### src/rtl/datapath_sequencer_pkg.sv
// +--------------------------------------------------------------------+
// | datapath_seq_pkg: shared types and constants for datapath_sequencer |
// | Rev 1.0 - initial release                                          |
// +--------------------------------------------------------------------+
`default_nettype none

package datapath_seq_pkg;

  typedef enum logic [1:0] {
    IDLE  = 2'd0,
    SETUP = 2'd1,
    WRITE = 2'd2,
    DONE  = 2'd3
  } seq_state_t;

  localparam int INSTR_W = 9;
  localparam int ALU_HI  = 8;
  localparam int ALU_LO  = 6;
  localparam int A1_HI   = 5;
  localparam int A1_LO   = 4;
  localparam int A2_HI   = 3;
  localparam int A2_LO   = 2;
  localparam int A3_HI   = 1;
  localparam int A3_LO   = 0;

  localparam logic [2:0] ALU_ADD = 3'b000;
  localparam logic [2:0] ALU_SUB = 3'b001;

endpackage

`default_nettype wire

### src/rtl/datapath_sequencer_if.sv
// +--------------------------------------------------------------------+
// | datapath_seq_if: program/control bus of datapath_sequencer         |
// | Optional capture signals exist only with SEQ_CAPTURE_EN            |
// | Rev 1.0 - initial release                                          |
// +--------------------------------------------------------------------+
`default_nettype none

interface datapath_seq_if
  import datapath_seq_pkg::*;
#(
  parameter int DEPTH = 8,
  parameter int AW    = $clog2(DEPTH)
);
  logic               prog_we;
  logic [AW-1:0]      prog_addr;
  logic [INSTR_W-1:0] prog_data;
  logic [AW:0]        prog_len;
  logic               start;
  logic               busy;
  logic               done;
  logic [2:0]         alucontrol;
  logic [1:0]         addr1;
  logic [1:0]         addr2;
  logic [1:0]         addr3;
  logic               wr;
`ifdef SEQ_CAPTURE_EN
  logic [31:0]        result;
  logic [31:0]        last_result;
  logic               zero_flag;
`endif

  modport master (
    output prog_we, prog_addr, prog_data, prog_len, start,
`ifdef SEQ_CAPTURE_EN
    output result,
    input  last_result, zero_flag,
`endif
    input  busy, done, alucontrol, addr1, addr2, addr3, wr
  );

  modport slave (
    input  prog_we, prog_addr, prog_data, prog_len, start,
`ifdef SEQ_CAPTURE_EN
    input  result,
    output last_result, zero_flag,
`endif
    output busy, done, alucontrol, addr1, addr2, addr3, wr
  );

endinterface

`default_nettype wire

### src/rtl/datapath_sequencer_prog_mem.sv
// +--------------------------------------------------------------------+
// | seq_prog_mem: DEPTH x 9 program store, sync write, async read      |
// | Rev 1.0 - initial release                                          |
// +--------------------------------------------------------------------+
`default_nettype none

module seq_prog_mem
  import datapath_seq_pkg::*;
#(
  parameter int DEPTH = 8,
  parameter int AW    = $clog2(DEPTH)
) (
  input  wire logic               clk,
  input  wire logic               i_we,
  input  wire logic               i_busy,
  input  wire logic [AW-1:0]      i_waddr,
  input  wire logic [INSTR_W-1:0] i_wdata,
  input  wire logic [AW-1:0]      i_raddr,
  output logic      [INSTR_W-1:0] o_rdata
);

  logic [INSTR_W-1:0] r_mem [DEPTH];
  logic               w_we;

  // The program survives reset, so the array has no reset branch.
  assign w_we = i_we && !i_busy;

  always_ff @(posedge clk) begin
    if (w_we) begin
      r_mem[i_waddr] <= i_wdata;
    end
  end

  assign o_rdata = r_mem[i_raddr];

endmodule

`default_nettype wire

### src/rtl/datapath_sequencer.sv
// +--------------------------------------------------------------------+
// | datapath_sequencer: steps a micro-program into the datapath block  |
// | Optional macro: SEQ_CAPTURE_EN (captures ALU result on WRITE)      |
// | Rev 1.0 - initial release                                          |
// +--------------------------------------------------------------------+
`default_nettype none

module datapath_sequencer
  import datapath_seq_pkg::*;
#(
  parameter int DEPTH = 8,
  parameter int AW    = $clog2(DEPTH)
) (
  input wire logic      clk,
  input wire logic      rst,
  datapath_seq_if.slave bus
);

  seq_state_t         r_state;
  seq_state_t         w_state_next;
  logic [AW-1:0]      r_pc;
  logic [AW-1:0]      w_pc_next;
  logic [AW:0]        r_len;
  logic [AW:0]        w_len_next;
  logic [AW:0]        w_len_sat;
  logic               w_last;
  logic [INSTR_W-1:0] w_mem_rdata;
  logic [INSTR_W-1:0] r_instr;
  logic               r_busy;
  logic               r_done;
  logic               r_wr;

  seq_prog_mem #(
    .DEPTH (DEPTH),
    .AW    (AW)
  ) u_prog_mem (
    .clk     (clk),
    .i_we    (bus.prog_we),
    .i_busy  (r_busy),
    .i_waddr (bus.prog_addr),
    .i_wdata (bus.prog_data),
    .i_raddr (w_pc_next),
    .o_rdata (w_mem_rdata)
  );

  assign w_len_sat = (bus.prog_len > (AW+1)'(DEPTH)) ? (AW+1)'(DEPTH) : bus.prog_len;
  assign w_last    = ({1'b0, r_pc} == (r_len - 1'b1));

  always_ff @(posedge clk or negedge rst) begin
    if (!rst) begin
      r_state <= IDLE;
      r_pc    <= '0;
      r_len   <= '0;
    end else begin
      r_state <= w_state_next;
      r_pc    <= w_pc_next;
      r_len   <= w_len_next;
    end
  end

  always_comb begin
    w_state_next = r_state;
    w_pc_next    = r_pc;
    w_len_next   = r_len;
    case (r_state)
      IDLE: begin
        if (bus.start) begin
          if (bus.prog_len != '0) begin
            w_len_next   = w_len_sat;
            w_pc_next    = '0;
            w_state_next = SETUP;
          end else begin
            w_state_next = DONE;
          end
        end
      end
      SETUP: w_state_next = WRITE;
      WRITE: begin
        if (w_last) begin
          w_state_next = DONE;
        end else begin
          w_pc_next    = r_pc + 1'b1;
          w_state_next = SETUP;
        end
      end
      DONE:    w_state_next = IDLE;
      default: w_state_next = IDLE;
    endcase
  end

  // Outputs are registered from the next state so they line up with it.
  always_ff @(posedge clk or negedge rst) begin
    if (!rst) begin
      r_busy  <= 1'b0;
      r_done  <= 1'b0;
      r_wr    <= 1'b0;
      r_instr <= '0;
    end else begin
      r_busy <= (w_state_next == SETUP) || (w_state_next == WRITE);
      r_done <= (w_state_next == DONE);
      r_wr   <= (w_state_next == WRITE);
      if (w_state_next == SETUP) begin
        r_instr <= w_mem_rdata;
      end
    end
  end

  assign bus.busy       = r_busy;
  assign bus.done       = r_done;
  assign bus.wr         = r_wr;
  assign bus.alucontrol = r_instr[ALU_HI:ALU_LO];
  assign bus.addr1      = r_instr[A1_HI:A1_LO];
  assign bus.addr2      = r_instr[A2_HI:A2_LO];
  assign bus.addr3      = r_instr[A3_HI:A3_LO];

`ifdef SEQ_CAPTURE_EN
  logic [31:0] r_last_result;
  logic        r_zero_flag;

  always_ff @(posedge clk or negedge rst) begin
    if (!rst) begin
      r_last_result <= '0;
      r_zero_flag   <= 1'b0;
    end else if (r_state == WRITE) begin
      r_last_result <= bus.result;
      r_zero_flag   <= (bus.result == 32'd0);
    end
  end

  assign bus.last_result = r_last_result;
  assign bus.zero_flag   = r_zero_flag;
`endif

endmodule

`default_nettype wire

### src/flat_wrapper.sv
// flat-port wrapper written by rule: the top's interface ports become plain ports
module datapath_sequencer_flat import datapath_seq_pkg::*;
#(
  parameter int DEPTH = 8,
  parameter int AW    = $clog2(DEPTH)
)
  (clk, rst, bus_prog_we, bus_prog_addr, bus_prog_data, bus_prog_len, bus_start, bus_busy, bus_done, bus_alucontrol, bus_addr1, bus_addr2, bus_addr3, bus_wr);
  datapath_seq_if #(.DEPTH(DEPTH), .AW(AW)) bus_i ();
  input wire logic clk;
  input wire logic rst;
  input wire logic [$bits(bus_i.prog_we)-1:0] bus_prog_we;
  input wire logic [$bits(bus_i.prog_addr)-1:0] bus_prog_addr;
  input wire logic [$bits(bus_i.prog_data)-1:0] bus_prog_data;
  input wire logic [$bits(bus_i.prog_len)-1:0] bus_prog_len;
  input wire logic [$bits(bus_i.start)-1:0] bus_start;
  output wire logic [$bits(bus_i.busy)-1:0] bus_busy;
  output wire logic [$bits(bus_i.done)-1:0] bus_done;
  output wire logic [$bits(bus_i.alucontrol)-1:0] bus_alucontrol;
  output wire logic [$bits(bus_i.addr1)-1:0] bus_addr1;
  output wire logic [$bits(bus_i.addr2)-1:0] bus_addr2;
  output wire logic [$bits(bus_i.addr3)-1:0] bus_addr3;
  output wire logic [$bits(bus_i.wr)-1:0] bus_wr;
  assign bus_i.prog_we = bus_prog_we;
  assign bus_i.prog_addr = bus_prog_addr;
  assign bus_i.prog_data = bus_prog_data;
  assign bus_i.prog_len = bus_prog_len;
  assign bus_i.start = bus_start;
  assign bus_busy = bus_i.busy;
  assign bus_done = bus_i.done;
  assign bus_alucontrol = bus_i.alucontrol;
  assign bus_addr1 = bus_i.addr1;
  assign bus_addr2 = bus_i.addr2;
  assign bus_addr3 = bus_i.addr3;
  assign bus_wr = bus_i.wr;
  datapath_sequencer #(.DEPTH(DEPTH), .AW(AW)) u_core (.clk(clk), .rst(rst), .bus(bus_i));
endmodule
### config.mk
export PLATFORM = sky130hd
export DESIGN_NAME = datapath_sequencer_flat
export DESIGN_NICKNAME = d
export VERILOG_FILES = /design/src/rtl/datapath_sequencer_pkg.sv /design/src/rtl/datapath_sequencer_if.sv /design/src/rtl/datapath_sequencer_prog_mem.sv /design/src/rtl/datapath_sequencer.sv /design/src/flat_wrapper.sv
export SDC_FILE = /design/constraint.sdc
export NUM_CORES = 1
export LEC_CHECK = 0
export BUFFER_PORTS_ARGS = -buffer_cell sky130_fd_sc_hd__buf_2
export CORE_MARGIN = 10
export CORE_UTILIZATION = 35
export DETAILED_ROUTE_END_ITERATION = 6
export SYNTH_ARGS = -nofsm -noshare
export SYNTH_HDL_FRONTEND = slang
export SYNTH_SLANG_ARGS = --single-unit
### constraint.sdc
create_clock -name clk -period 3.5 [get_ports clk]
set_input_delay 0.175 -clock clk [delete_from_list [all_inputs] [get_ports clk]]
set_output_delay 0.175 -clock clk [all_outputs]
set_load 0.005 [all_outputs]
; Word level (Yosys, flattened, before mapping)
; Memories as Yosys holds them, arrays and structs flattened. A register that Yosys moved wholly into a read port is not among the register bits.
; Cells that the tools add are included.
[op_classes]
magnitude_cmp = 1
muxes = 11
n_addsub = 2
reduce_logical = 7
n_eq_ne = 7
[op_table]
columns = cell, n
row1 = 3-bit two-way mux, 3
row2 = "2-bit equality test, second input constant", 4
row3 = 2-bit case mux with 4 select lines, 1
row4 = 2-bit two-way mux, 3
row5 = 3-bit case mux with 2 select lines, 1
row6 = "2-bit by 1-bit equality test with 1-bit output, second input constant", 2
row7 = 3-bit by 4-bit equality test with 1-bit output, 1
row8 = "4-bit greater-than comparator, second input constant", 1
row9 = 4-bit two-way mux, 1
row10 = 4-bit nonzero test, 1
row11 = "4-bit by 1-bit subtractor with 4-bit output, second input constant", 1
row12 = "3-bit by 1-bit adder with 3-bit output, second input constant", 1
row13 = 3-bit AND reduction, 1
row14 = 1-bit logical NOT, 2
row15 = 2-bit logical NOT, 1
row16 = 1-bit two-way mux, 2
row17 = 1-bit logical AND, 1
row18 = 1-bit logical OR, 1
[word_totals]
input_bits = 20
mem_bits_rw = 72
n_memories = 1
regBits = 12
[mem_list]
columns = memory, depth, word_bits, read_ports, rd_clocked_by_memory_dff, wr, line_no
row1 = u_core.u_prog_mem.r_mem, 8, 9, 1, 1, 1, datapath_sequencer_prog_mem.sv:22  ; logic [INSTR_W-1:0] r_mem [DEPTH];

; Depth between registers and ports, before layout
; Gate-level depths: netlist of run 1.
[logic_depth]
depth_word = 6
ltp_mapped = 14
mapped_depth_nobuf = 11

; Hierarchy
; Synthesis of run 1 repeated with hierarchy kept, for this count alone.
[unflattened]
cells_unflattened = 195
area_unflattened_um2 = 3829.9
[modules_own_cells]
columns = module, n_inst, cells_per_inst, area_per_inst_um2, seq_area_each_um2
row1 = seq_prog_mem, 1, 117, 2845.2, 2162.1
row2 = datapath_sequencer, 1, 78, 984.7, 525.5

; Worst setup path after synthesis of run 1
; No wires, ideal clock.
[synth_timing]
path_kind = register -> register
from = reg u_core.r_len[0]
to = reg u_core.r_instr[3] (read register of u_core.u_prog_mem.r_mem)
t_arrival_ps = 2643
setup_ps = 95
n_path_buf = 3
slack_ps = 761
path_stages_with_launch = 13
path_cell_list = dfrtp_1 > inv_1 > ha_1 > xor2_1 > or3_4 > a211o_1 > buf_6 > mux2_4 > buf_6 > buf_1 > nand2_1 > a32o_1 > o31ai_1
[synth_via]
elab_chain_len = 5
word_cells_on_any_way = 7
[synth_rtl]
columns = item, line_no
row1 = "start, declared", datapath_sequencer.sv:23  ; logic [AW:0] r_len;
row2 = "start signal, assigned", datapath_sequencer.sv:57  ; r_len <= w_len_next;
row3 = 4-bit by 1-bit subtractor with 4-bit output (*), datapath_sequencer.sv:47  ; assign w_last = ({1'b0, r_pc} == (r_len - 1'b1));
row4 = 3-bit by 4-bit equality test with 1-bit output (*), datapath_sequencer.sv:47
row5 = 2-bit two-way mux, datapath_sequencer.sv:79  ; if (w_last) begin
row6 = 2-bit case mux with 4 select lines, datapath_sequencer.sv:65  ; case (r_state)
row7 = 2-bit by 1-bit equality test with 1-bit output, datapath_sequencer.sv:102  ; if (w_state_next == SETUP) begin
row8 = "end, declared", datapath_sequencer.sv:28  ; logic [INSTR_W-1:0] r_instr;
; Mark *: on every way between the ends. The rest lies on a longest branch, timed or not.
; A chain may end at the register's enable or synchronous reset.

; Worst setup path in the final report of run 1
[layout_timing]
from = reg u_core.r_len[0]
to = reg u_core.r_instr[5] (read register of u_core.u_prog_mem.r_mem)
; The elaborated chain is that of the path after synthesis.

==> flow_summary.yaml, run 1 <==
clocking:
  cts-root-to-sink-buffers: 2
  post_cts_sizing: 0
  path_clk_slew_ps: 60
  cts_buffer_count: 9
  tritoncts_num_sinks: 93
  tritoncts_clock_tree: "done"
  clock_latency_ps: 350
  cts.htree.levels: 3
  root_buffer: "clkbuf_16"
power:
  internal_power_mw: 2.52
  p_per_area_mw_per_mm2: 866
  post-layout-total-power_mw: 4.09
  clock_power_share_pct: 22.2
  proportion_of_total_power_due_to_net_switching_pct: 38.3
  combinational_power_share_pct: 42.8
  seq_power_share_pct: 35.0
  peakVddDrop_mv: 0.495
  power_switching_mw: 1.57
  power_leakage_nw: 1.83
sta:
  tightest_slew_ps: 929
  fin_crit_sh_pct: 84.6
  setup-tns-final_ps: 0
  unrepaired_setup_endpoints_after_global_routing: "no"
  hold_ws_ps: 81.1
  timing.final.hold_violations: 0
  worst_slew_margin_rel_pct: 37.8
  fin_skew_ps: 9.00
  finalMaxSlewViolations: 0
  maxClockFrequency_mhz: 338
  layout_min_cycle_time_ps: 2960
  setup-violations-final: 0
yosys:
  synth.net_count: 348
  netlist_area_sq_mm: 0.00411
  synth.avg_cell_area_sq_um: 12.6
  synth.yosys.seq_area_share_pct: 65.4
  synth_seq_cells: 93
  yosys_most_used_dff: "edfxtp_1"
  synth_cells: 326
  ys.warnings.count: 0
  netlist-cell-type-count: 38
  synth-edff-count: 72
  postSynth.asyncResetShare_pct: 22.6
place:
  gpl.final_weighted_congestion: 0.757
  numPortBuffers: 31
  place_hpwl_microns: 5970
  total_instance_count_after_detailed_placement: 493
  postPlaceCellArea_sq_mm: 0.00443
worst_setup_path:
  crit_type: "register to register"
  worst_ep_arrival_time_ps: 3180
  endpoint_kind: "register"
  cp_data_required_time_ps: 3720
  worstSetupStartpointType: "register"
  cp_max_fo: 28
grt:
  antenna_violations_before_repair: 1
  wire_length_of_the_first_global_routing_pass_microns: 13800
  grt_max_degree: 35
  via_count_of_the_first_global_routing_pass: 2664
  groute.usage.overall_pct: 10.7
  remaining_overflow_grt: 0
detailed_routing:
  postRouteAntennaNets: 0
  drt-initial-drc-count: 207
  route.detailed.vias_per_inst: 5.08
  firstDrtPassIters: 4
  drc: 0
  postRouteWirelength_microns: 8670
  routed-via-count: 2593
  routed_wire_length_per_instance_microns: 17.0
die:
  die_width_microns: 128
  rows: 39
  placeableCoreArea_sq_mm: 0.0115
  dieHeight_microns: 128
  die_area_sq_mm: 0.0165
  start_util_pct: 35.8
  ios: 32
finish:
  signed_area_change_from_the_synthesized_netlist_to_the_final_layout_pct: 14.9
  fin_cells: 510
  filler_cell_count: 1061
  final_cell_area_sq_mm: 0.00472
  final_layout_size_suffix_gt1_share_pct: 16.9
  diodes: 0
  finish.net_count: 384
run:
  maxCapViolations: 0
run_status:
  status: "completed"
worst_hold_path:
  holdCritPathClass: "primary input to register"
==> sequential cells by signal (all words and copies together) (netlist names) <==
name                     flops
u_core.u_prog_mem.r_mem     72
u_core.r_instr               9
u_core.r_len                 4
u_core.r_pc                  3
u_core.r_state               2
u_core.bus.busy              1
u_core.bus.done              1
u_core.bus.wr                1
==> Yosys cell counts (2+ instances only) <==
library cell / number / share of area (%)
edfxtp_1: 72 / 53
dfrtp_1: 21 / 13
ha_1: 2 / 0.61
mux2i_1: 11 / 2.7
a32o_1: 9 / 2.2
a211oi_1: 12 / 2.2
nand3b_1: 10 / 1.8
inv_1: 7 / 0.64
buf_6: 3 / 0.82
nor3b_1: 2 / 0.37
buf_1: 2 / 0.18
nand3_1: 4 / 0.49
nand2_1: 57 / 5.2
nor2b_1: 12 / 1.8
o211a_1: 8 / 1.9
o21ai_0: 20 / 2.4
nor3_1: 3 / 0.37
nand2b_1: 6 / 0.91
a21oi_1: 13 / 1.6
o31ai_1: 8 / 1.5
and3_1: 2 / 0.30
clkbuf_1: 11 / 1.0
nor2_1: 12 / 1.1
a21o_1: 2 / 0.37
a211o_1: 3 / 0.64
xor2_1: 2 / 0.43
==> kinds of logic (layout without fill, tap and decap cells) <==
logic type      after synthesis  count (layout)  share of synthesized area, %
compound gates               80              80                          14.0
xor+xnor                      2               2                         0.427
flops                        93              93                          65.4
buf+inv                      25              66                          3.17
simple gates                111             111                          13.0
mux                          13              13                          3.32
fa+ha+maj                     2               2                         0.609
==> final cells by class <==
cell class,instances,area [sq um],area share [%]
Clock buffer,12,246,5.22
Clock inverter,4,33.8,0.716
Inverter,8,42.5,0.901
Multi-Input combinational cell,208,1290,27.3
Sequential cell,93,2690,56.9
Tap cell,143,179,3.79
Timing Repair Buffer,42,240,5.09
==> path summary, 6_finish.rpt <==
kind | depth (start not counted) | end | startpoint | slack (ps)
worst min register to register | 2 | u_core.r_instr[7] | u_core.r_instr[7] | 490
worst min-delay path | 3 | u_core.r_state[0] | bus_start | 80
max in group asynchronous | 2 | u_core.r_instr[6] | rst | 2800
min in group asynchronous | 2 | u_core.r_len[3] | rst | 340
worst max-delay path | 11 | u_core.r_instr[5] | u_core.r_len[0] | 540
worst max register to register | 11 | u_core.r_instr[5] | u_core.r_len[0] | 540
==> critical path, cell delays in order, from the launching register on <==
cell,delay [ps]
dfrtp_1,410
inv_1,60
ha_1,200
xor2_1,180
or3_4,360
a211o_1,330
mux2_4,500
clkinv_8,170
a21o_1,210
a211oi_1,190
a211o_1,150
o31ai_2,60
==> metrics by stage <==
step | util, % | setup slack [ps]
floorplan | - | 761
global placement | 38.6 | 617
detailed placement | 38.6 | 549
CTS | 41.2 | 523
global route | 41.2 | 362
finish | 41.2 | 538
==> power by group through the flow <==
| stage | combinational [mW] | sequential (mW) | clock [mW] |
|---|---|---|---|
| after global placement | 1.72 | 1.45 | 0 |
| after detailed placement | 1.76 | 1.45 | 0 |
| after CTS | 1.77 | 1.43 | 0.928 |
| after floorplan | 1.34 | 1.44 | 0 |
| after global routing | 1.96 | 1.45 | 0.975 |
| final | 1.75 | 1.43 | 0.909 |
==> cell usage in the layout, fill, tap and decap left out, types with 6 or more instances in the layout <==
| cell | synthesis | routed |
|---|---|---|
| inv_1 | 7 | 7 |
| a211oi_1 | 12 | 12 |
| o21ai_0 | 20 | 20 |
| nand3b_1 | 10 | 10 |
| o31ai_1 | 8 | 8 |
| dfrtp_1 | 21 | 21 |
| nand2b_1 | 6 | 6 |
| buf_2 | 1 | 31 |
| nand2_1 | 57 | 57 |
| a21oi_1 | 13 | 13 |
| edfxtp_1 | 72 | 72 |
| a32o_1 | 9 | 9 |
| nor2_1 | 12 | 12 |
| mux2i_1 | 11 | 11 |
| buf_4 | 0 | 10 |
| o211a_1 | 8 | 8 |
| clkbuf_16 | 0 | 9 |
| nor2b_1 | 12 | 12 |
==> routing by layer <==
metal	vias to the layer above	routed length, microns	global-route usage (%)
met4	0	139	3.71
li1	1283	-	-
met3	14	424	3.78
met2	58	4040	16.9
met1	1238	4060	13.3
met5	-	0	0
==> repair_timing <==
item / 4_1_cts / 5_1_grt
hold endpoints to repair: 21 / 0
hold buffers: 1 / 0
setup buffers: 0 / 0
No activity file was read; power rests on OpenSTA's default activity.
==> inputs of run 2 (changes only) <==
- clock period: 3.5 -> 3.1 ns (I/O delays scaled with it)
==> flow_summary.yaml, run 2 (same netlist as run 1, synthesis figures left out) <==
run_status:
  status: "completed"
clocking:
  cts.htree.levels: 3
  root_buffer: "clkbuf_16"
  path_clk_slew_ps: 70
  cts-root-to-sink-buffers: 2
  tritoncts_clock_tree: "done"
  tritoncts_num_sinks: 93
  clock_latency_ps: 340
  cts_buffer_count: 9
  post_cts_sizing: 0
detailed_routing:
  drt-initial-drc-count: 168
  postRouteWirelength_microns: 8660
  postRouteAntennaNets: 0
  route.detailed.vias_per_inst: 5.21
  drc: 0
  firstDrtPassIters: 4
  routed_wire_length_per_instance_microns: 16.9
  routed-via-count: 2679
sta:
  fin_crit_sh_pct: 92.7
  timing.final.hold_violations: 0
  maxClockFrequency_mhz: 348
  fin_ws_ps: 226
  setup-violations-final: 0
  fin_skew_ps: 7.46
  setup-tns-final_ps: 0
  tightest_slew_ps: 889
  layout_min_cycle_time_ps: 2870
  worst_slew_margin_rel_pct: 40.5
  finalMaxSlewViolations: 0
  unrepaired_setup_endpoints_after_global_routing: "no"
die:
  die_area_sq_mm: 0.0165
  dieHeight_microns: 128
  ios: 32
  start_util_pct: 35.8
  die_width_microns: 128
  rows: 39
  placeableCoreArea_sq_mm: 0.0115
place:
  place_hpwl_microns: 6070
  postPlaceCellArea_sq_mm: 0.00446
  gpl.final_weighted_congestion: 0.777
  post-place-ws_ps: 224
  numPortBuffers: 31
worst_setup_path:
  endpoint_kind: "register"
  cp_data_required_time_ps: 3350
  worst_ep_arrival_time_ps: 3130
  crit_type: "register to register"
  worstSetupStartpointType: "register"
  cp_max_fo: 19
finish:
  final_layout_size_suffix_gt1_share_pct: 17.8
  diodes: 0
  largest_register_ff_count: 72
  top_register: "u_core.u_prog_mem.r_mem"
  layout.cells.most_common_list: "edfxtp_1 (72), nand2_1 (57), buf_2 (31)"
  top_regs: "u_core.u_prog_mem.r_mem x72, u_core.r_instr x9, u_core.r_len x4"
  final_cell_area_sq_mm: 0.00476
  finish.net_count: 388
  final_core_utilization_pct: 41.5
  most_common_cell_after_layout_fill_and_taps_aside: "edfxtp_1"
  filler_cell_count: 1066
  signed_area_change_from_the_synthesized_netlist_to_the_final_layout_pct: 16.0
grt:
  grt_max_degree: 35
  wire_length_of_the_first_global_routing_pass_microns: 14500
  antenna_violations_before_repair: 0
  remaining_overflow_grt: 0
  groute.usage.overall_pct: 10.9
  via_count_of_the_first_global_routing_pass: 2838
run:
  maxCapViolations: 0
power:
  post-layout-total-power_mw: 4.68
  power_leakage_nw: 1.87
  p_per_area_mw_per_mm2: 982
  peakVddDrop_mv: 0.560
worst_hold_path:
  holdCritPathClass: "primary input to register"
==> run 2: cell type report <==
cell class	instances	area (sq um)	share of cell area, %
clock buffer	12	246	5.17
sequential	93	2690	56.4
inverter	8	42.5	0.893
tap	143	179	3.76
timing repair buffer	46	270	5.67
clock inverter	4	48.8	1.02
multi-input combinational	208	1290	27.1
==> run 2: worst paths after layout <==
path | from | endpoint | slack, ps | depth (start not counted)
min in group asynchronous | rst | u_core.r_len[3] | 320 | 2
min | bus_start | u_core.r_state[0] | 60 | 3
min reg2reg | u_core.r_instr[0] | u_core.r_instr[0] | 490 | 2
max reg2reg | u_core.r_len[0] | u_core.r_instr[5] | 230 | 10
max in group asynchronous | rst | u_core.r_state[0] | 2430 | 2
max | u_core.r_len[0] | u_core.r_instr[5] | 230 | 10
==> run 2: critical path: stages, from the launching register on <==
cell and delay, ps:
dfrtp_1 410, inv_1 60, ha_1 200, xor2_1 180, or3_4 360, a211o_1 320, mux2_4 350, buf_4 290
a211oi_1 110, a211o_1 300, o31ai_2 200
==> run 2: per-layer routing <==
| metal | part of all wire (%) | up-vias | wire length [microns] | track usage [%] |
|---|---|---|---|---|
| li1 | - | 1293 | - | - |
| met1 | 44 | 1318 | 3850 | 13.5 |
| met2 | 49 | 54 | 4220 | 18.1 |
| met3 | 5.7 | 14 | 492 | 3.29 |
| met4 | 1.2 | 0 | 104 | 2.98 |
| met5 | 0 | - | 0 | 0 |
==> run 2: repair_timing <==
item | in CTS | in global routing
hold buffers | 1 | 0
endpoints found under the setup margin | 0 | 0
buffers inserted | 0 | 0
hold endpoints to repair | 21 | 0
==> run 2: stage by stage <==
stage	cells	hold slack (ps)
after CTS	514	59.0
after detailed placement	497	158
final	514	62.9
after floorplan	326	-141
after global routing	514	95.2
after global placement	497	154
==> run 2: power breakdown <==
group / internal, mW / switching (mW)
clock network: 0.646 / 0.435
logic: 0.782 / 1.19
registers: 1.51 / 0.116
total: 2.94 / 1.74
==> inputs of run 3 (changes only) <==
- CAP_MARGIN: unset -> 40
- SYNTH_HIERARCHICAL: unset -> 1
==> flow_summary.yaml, run 3 <==
yosys:
  yosys.cell_count.top_type: "edfxtp_1"
  yosys_most_used_dff: "edfxtp_1"
  netlist-cell-type-count: 31
  netlist_area_sq_mm: 0.00383
  synth.net_count: 219
  synth.avg_cell_area_sq_um: 19.6
  yosysTopAreaCellShare_pct: 56.5
  postSynth.asyncResetShare_pct: 22.6
  ys.warnings.count: 6
  synth_common_cells: "edfxtp_1 (72), dfrtp_1 (21), mux2_2 (19), mux4_1 (18), nor2_1 (8)"
  synth-edff-count: 72
  synthTopCellsByArea: "edfxtp_1 (56%), dfrtp_1 (14%), mux4_1 (12%)"
  synth_seq_cells: 93
  synth_cells: 195
  synth.yosys.seq_area_share_pct: 70.2
  netlist.top_cell.by_area: "edfxtp_1"
detailed_routing:
  highest_layer: "met4"
  drt-initial-drc-count: 177
  route.detailed.vias_per_inst: 4.88
  postRouteWirelength_microns: 7870
  routed-via-count: 1961
  drc: 0
  dr_wl_met3_microns: 349
  firstDrtPassIters: 4
  routed_wire_length_per_instance_microns: 19.6
  length_of_routed_met2_wiring_microns: 4170
  m1WireLength_microns: 3270
  postRouteAntennaNets: 0
grt:
  via_count_of_the_first_global_routing_pass: 2101
  grt_max_degree: 22
  antenna_violations_before_repair: 1
  groute.usage.overall_pct: 10.2
  wire_length_of_the_first_global_routing_pass_microns: 12100
  remaining_overflow_grt: 0
power:
  p_per_area_mw_per_mm2: 936
  peakVddDrop_mv: 0.429
  post-layout-total-power_mw: 4.29
  power_leakage_nw: 1.65
worst_setup_path:
  setup.worst_path.end: "u_core/r_instr[3]"
  r2r.worst_path.cells: 11
  cp_max_fo: 5
  reg2reg_slack_ps: 50
  worstSetupStartpointType: "register"
  worst_setup_path_startpoint: "u_core/r_len[1]"
  timing.critical_path.cells: "inv_2 > ha_4 > xor2_2 > or3_4 > a21oi_4 > mux2i_2 > buf_4 > buf_16 > mux4_2 > mux2_4 > mux2_2"
  path_buf_inv: 3
  kind_of_cell_adding_the_most_delay_to_the_critical_path: "multiplexers"
  endpoint_kind: "register"
  r2r_end: "u_core/r_instr[3]"
  cp_data_required_time_ps: 3340
  critical_path.max_stage_delay_ps: 510
  critical_path.reg2reg.startpoint: "u_core/r_len[1]"
  worst_ep_arrival_time_ps: 3290
  timing.critical_path.depth: 11
  critical_path_cell_with_the_highest_stage_delay: "mux4_2"
  crit_type: "register to register"
die:
  die_area_sq_mm: 0.0155
  ios: 32
  rows: 38
  placeableCoreArea_sq_mm: 0.0108
  die_width_microns: 125
  dieHeight_microns: 125
  start_util_pct: 35.5
run:
  maxCapViolations: 0
sta:
  fin_skew_ps: 9.67
  fin_ws_ps: 46.0
  unrepaired_setup_endpoints_after_global_routing: "yes"
  layout_min_cycle_time_ps: 3050
  maxClockFrequency_mhz: 327
  setup-violations-final: 0
  finalMaxSlewViolations: 0
  worst_slew_margin_rel_pct: 54.6
  timing.final.hold_violations: 0
  tightest_slew_ps: 678
  setup-tns-final_ps: 0
  fin_crit_sh_pct: 98.5
finish:
  most_common_cell_after_layout_fill_and_taps_aside: "edfxtp_1"
  finish.net_count: 281
  signed_area_change_from_the_synthesized_netlist_to_the_final_layout_pct: 19.6
  top_register: "u_core/u_prog_mem/r_mem"
  fin_cells: 402
  layout.cells.most_common_list: "edfxtp_1 (72), buf_2 (31), dfrtp_1 (21), buf_4 (21), mux4_2 (16)"
  filler_cell_count: 945
  largest_register_ff_count: 72
  top_regs: "u_core/u_prog_mem/r_mem x72, u_core/r_instr x9, u_core/r_len x4"
  diodes: 0
  final_layout_size_suffix_gt1_share_pct: 46.9
  final_core_utilization_pct: 42.4
worst_hold_path:
  worstHoldPathCells: 1
  holdCritPathClass: "primary input to register"
clocking:
  cts_buffer_count: 9
  tritoncts_num_sinks: 93
  cts-root-to-sink-buffers: 2
  root_buffer: "clkbuf_8"
  tritoncts_clock_tree: "done"
  path_clk_slew_ps: 100
  cts.htree.levels: 3
  clock_latency_ps: 360
place:
  post-place-ws_ps: 1.19
  total_instance_count_after_detailed_placement: 378
  gpl.final_weighted_congestion: 0.815
  numPortBuffers: 31
  place_hpwl_microns: 4750
run_status:
  status: "completed"
==> run 3: changes by cell type after synthesis, sizes merged, moves of 8 or more <==
| cell | change |
|---|---|
| o21ai | -17 |
| o31ai | -8 |
| a211oi | -12 |
| mux2i | -8 |
| o211a | -8 |
| nand2 | -52 |
| mux2 | +17 |
| nor2b | -12 |
| a21oi | -8 |
| clkbuf | -9 |
| mux4 | +18 |
| a32o | -9 |
==> run 3: layout make-up <==
class	count	area, sq um	share of cell area (%)
Tap cell	140	175	3.82
Timing Repair Buffer	57	393	8.58
Sequential cell	93	2690	58.7
Clock buffer	10	138	3.00
Clock inverter	6	52.6	1.15
Inverter	4	15.0	0.328
Multi-Input combinational cell	92	1120	24.4
==> run 3: cell families after synthesis <==
logic type | after synthesis | share of synthesized area (%)
AOI/OAI and AO/OA | 15 | 2.74
adders and majority gates | 4 | 1.31
DFF | 93 | 70.2
and+or+nand+nor | 30 | 4.74
xor gates and xnor gates | 3 | 0.686
muxes | 40 | 18.7
buffers and inverters | 10 | 1.63
==> run 3: worst min path at each step <==
stage | start | end | slack (ps)
global route | bus_prog_data[1] | u_core/u_prog_mem/r_mem[2][1] | 40
detailed placement | rst | u_core/r_len[3] | 180
CTS | bus_prog_data[0] | u_core/u_prog_mem/r_mem[6][0] | 50
floorplan | rst | u_core/bus.busy | -140
global placement | rst | u_core/r_len[3] | 170
finish | bus_prog_data[8] | u_core/u_prog_mem/r_mem[0][8] | 60
==> run 3: layer usage <==
metal	up-vias	track usage, %
met5	-	0
met4	0	3.91
met1	1010	10.9
li1	900	-
met3	2	3.57
met2	49	18.0
==> run 3: timing repair <==
item,CTS,global route
resized for setup,13,24
hold buffers,1,0
buffers inserted,4,2
cloned,2,0
endpoints found under the hold margin,21,0
setup endpoints to repair,6,9
pin swaps,1,2
==> run 3: power breakdown <==
part	total, mW	switching [mW]	internal (mW)
Combinational	1.88	0.786	1.09
Clock	0.767	0.439	0.328
Sequential	1.64	0.125	1.51
==> run 3: worst register-to-register path, cell delays in order, from the launching register on <==
cell	delay [ps]
dfrtp_1	380
inv_2	60
ha_4	160
xor2_2	140
or3_4	350
a21oi_4	190
mux2i_2	280
buf_4	200
buf_16	140
mux4_2	510
mux2_4	280
mux2_2	260
==> run 3: through the flow <==
stage / hold slack, ps / cell area (sq um)
4_1_cts: 48.4 / 4620
5_1_grt: 43.6 / 4580
3_3_place_gp: 173 / 4270
6_report: 63.6 / 4580
2_1_floorplan: -141 / 3830
3_5_place_dp: 180 / 4270
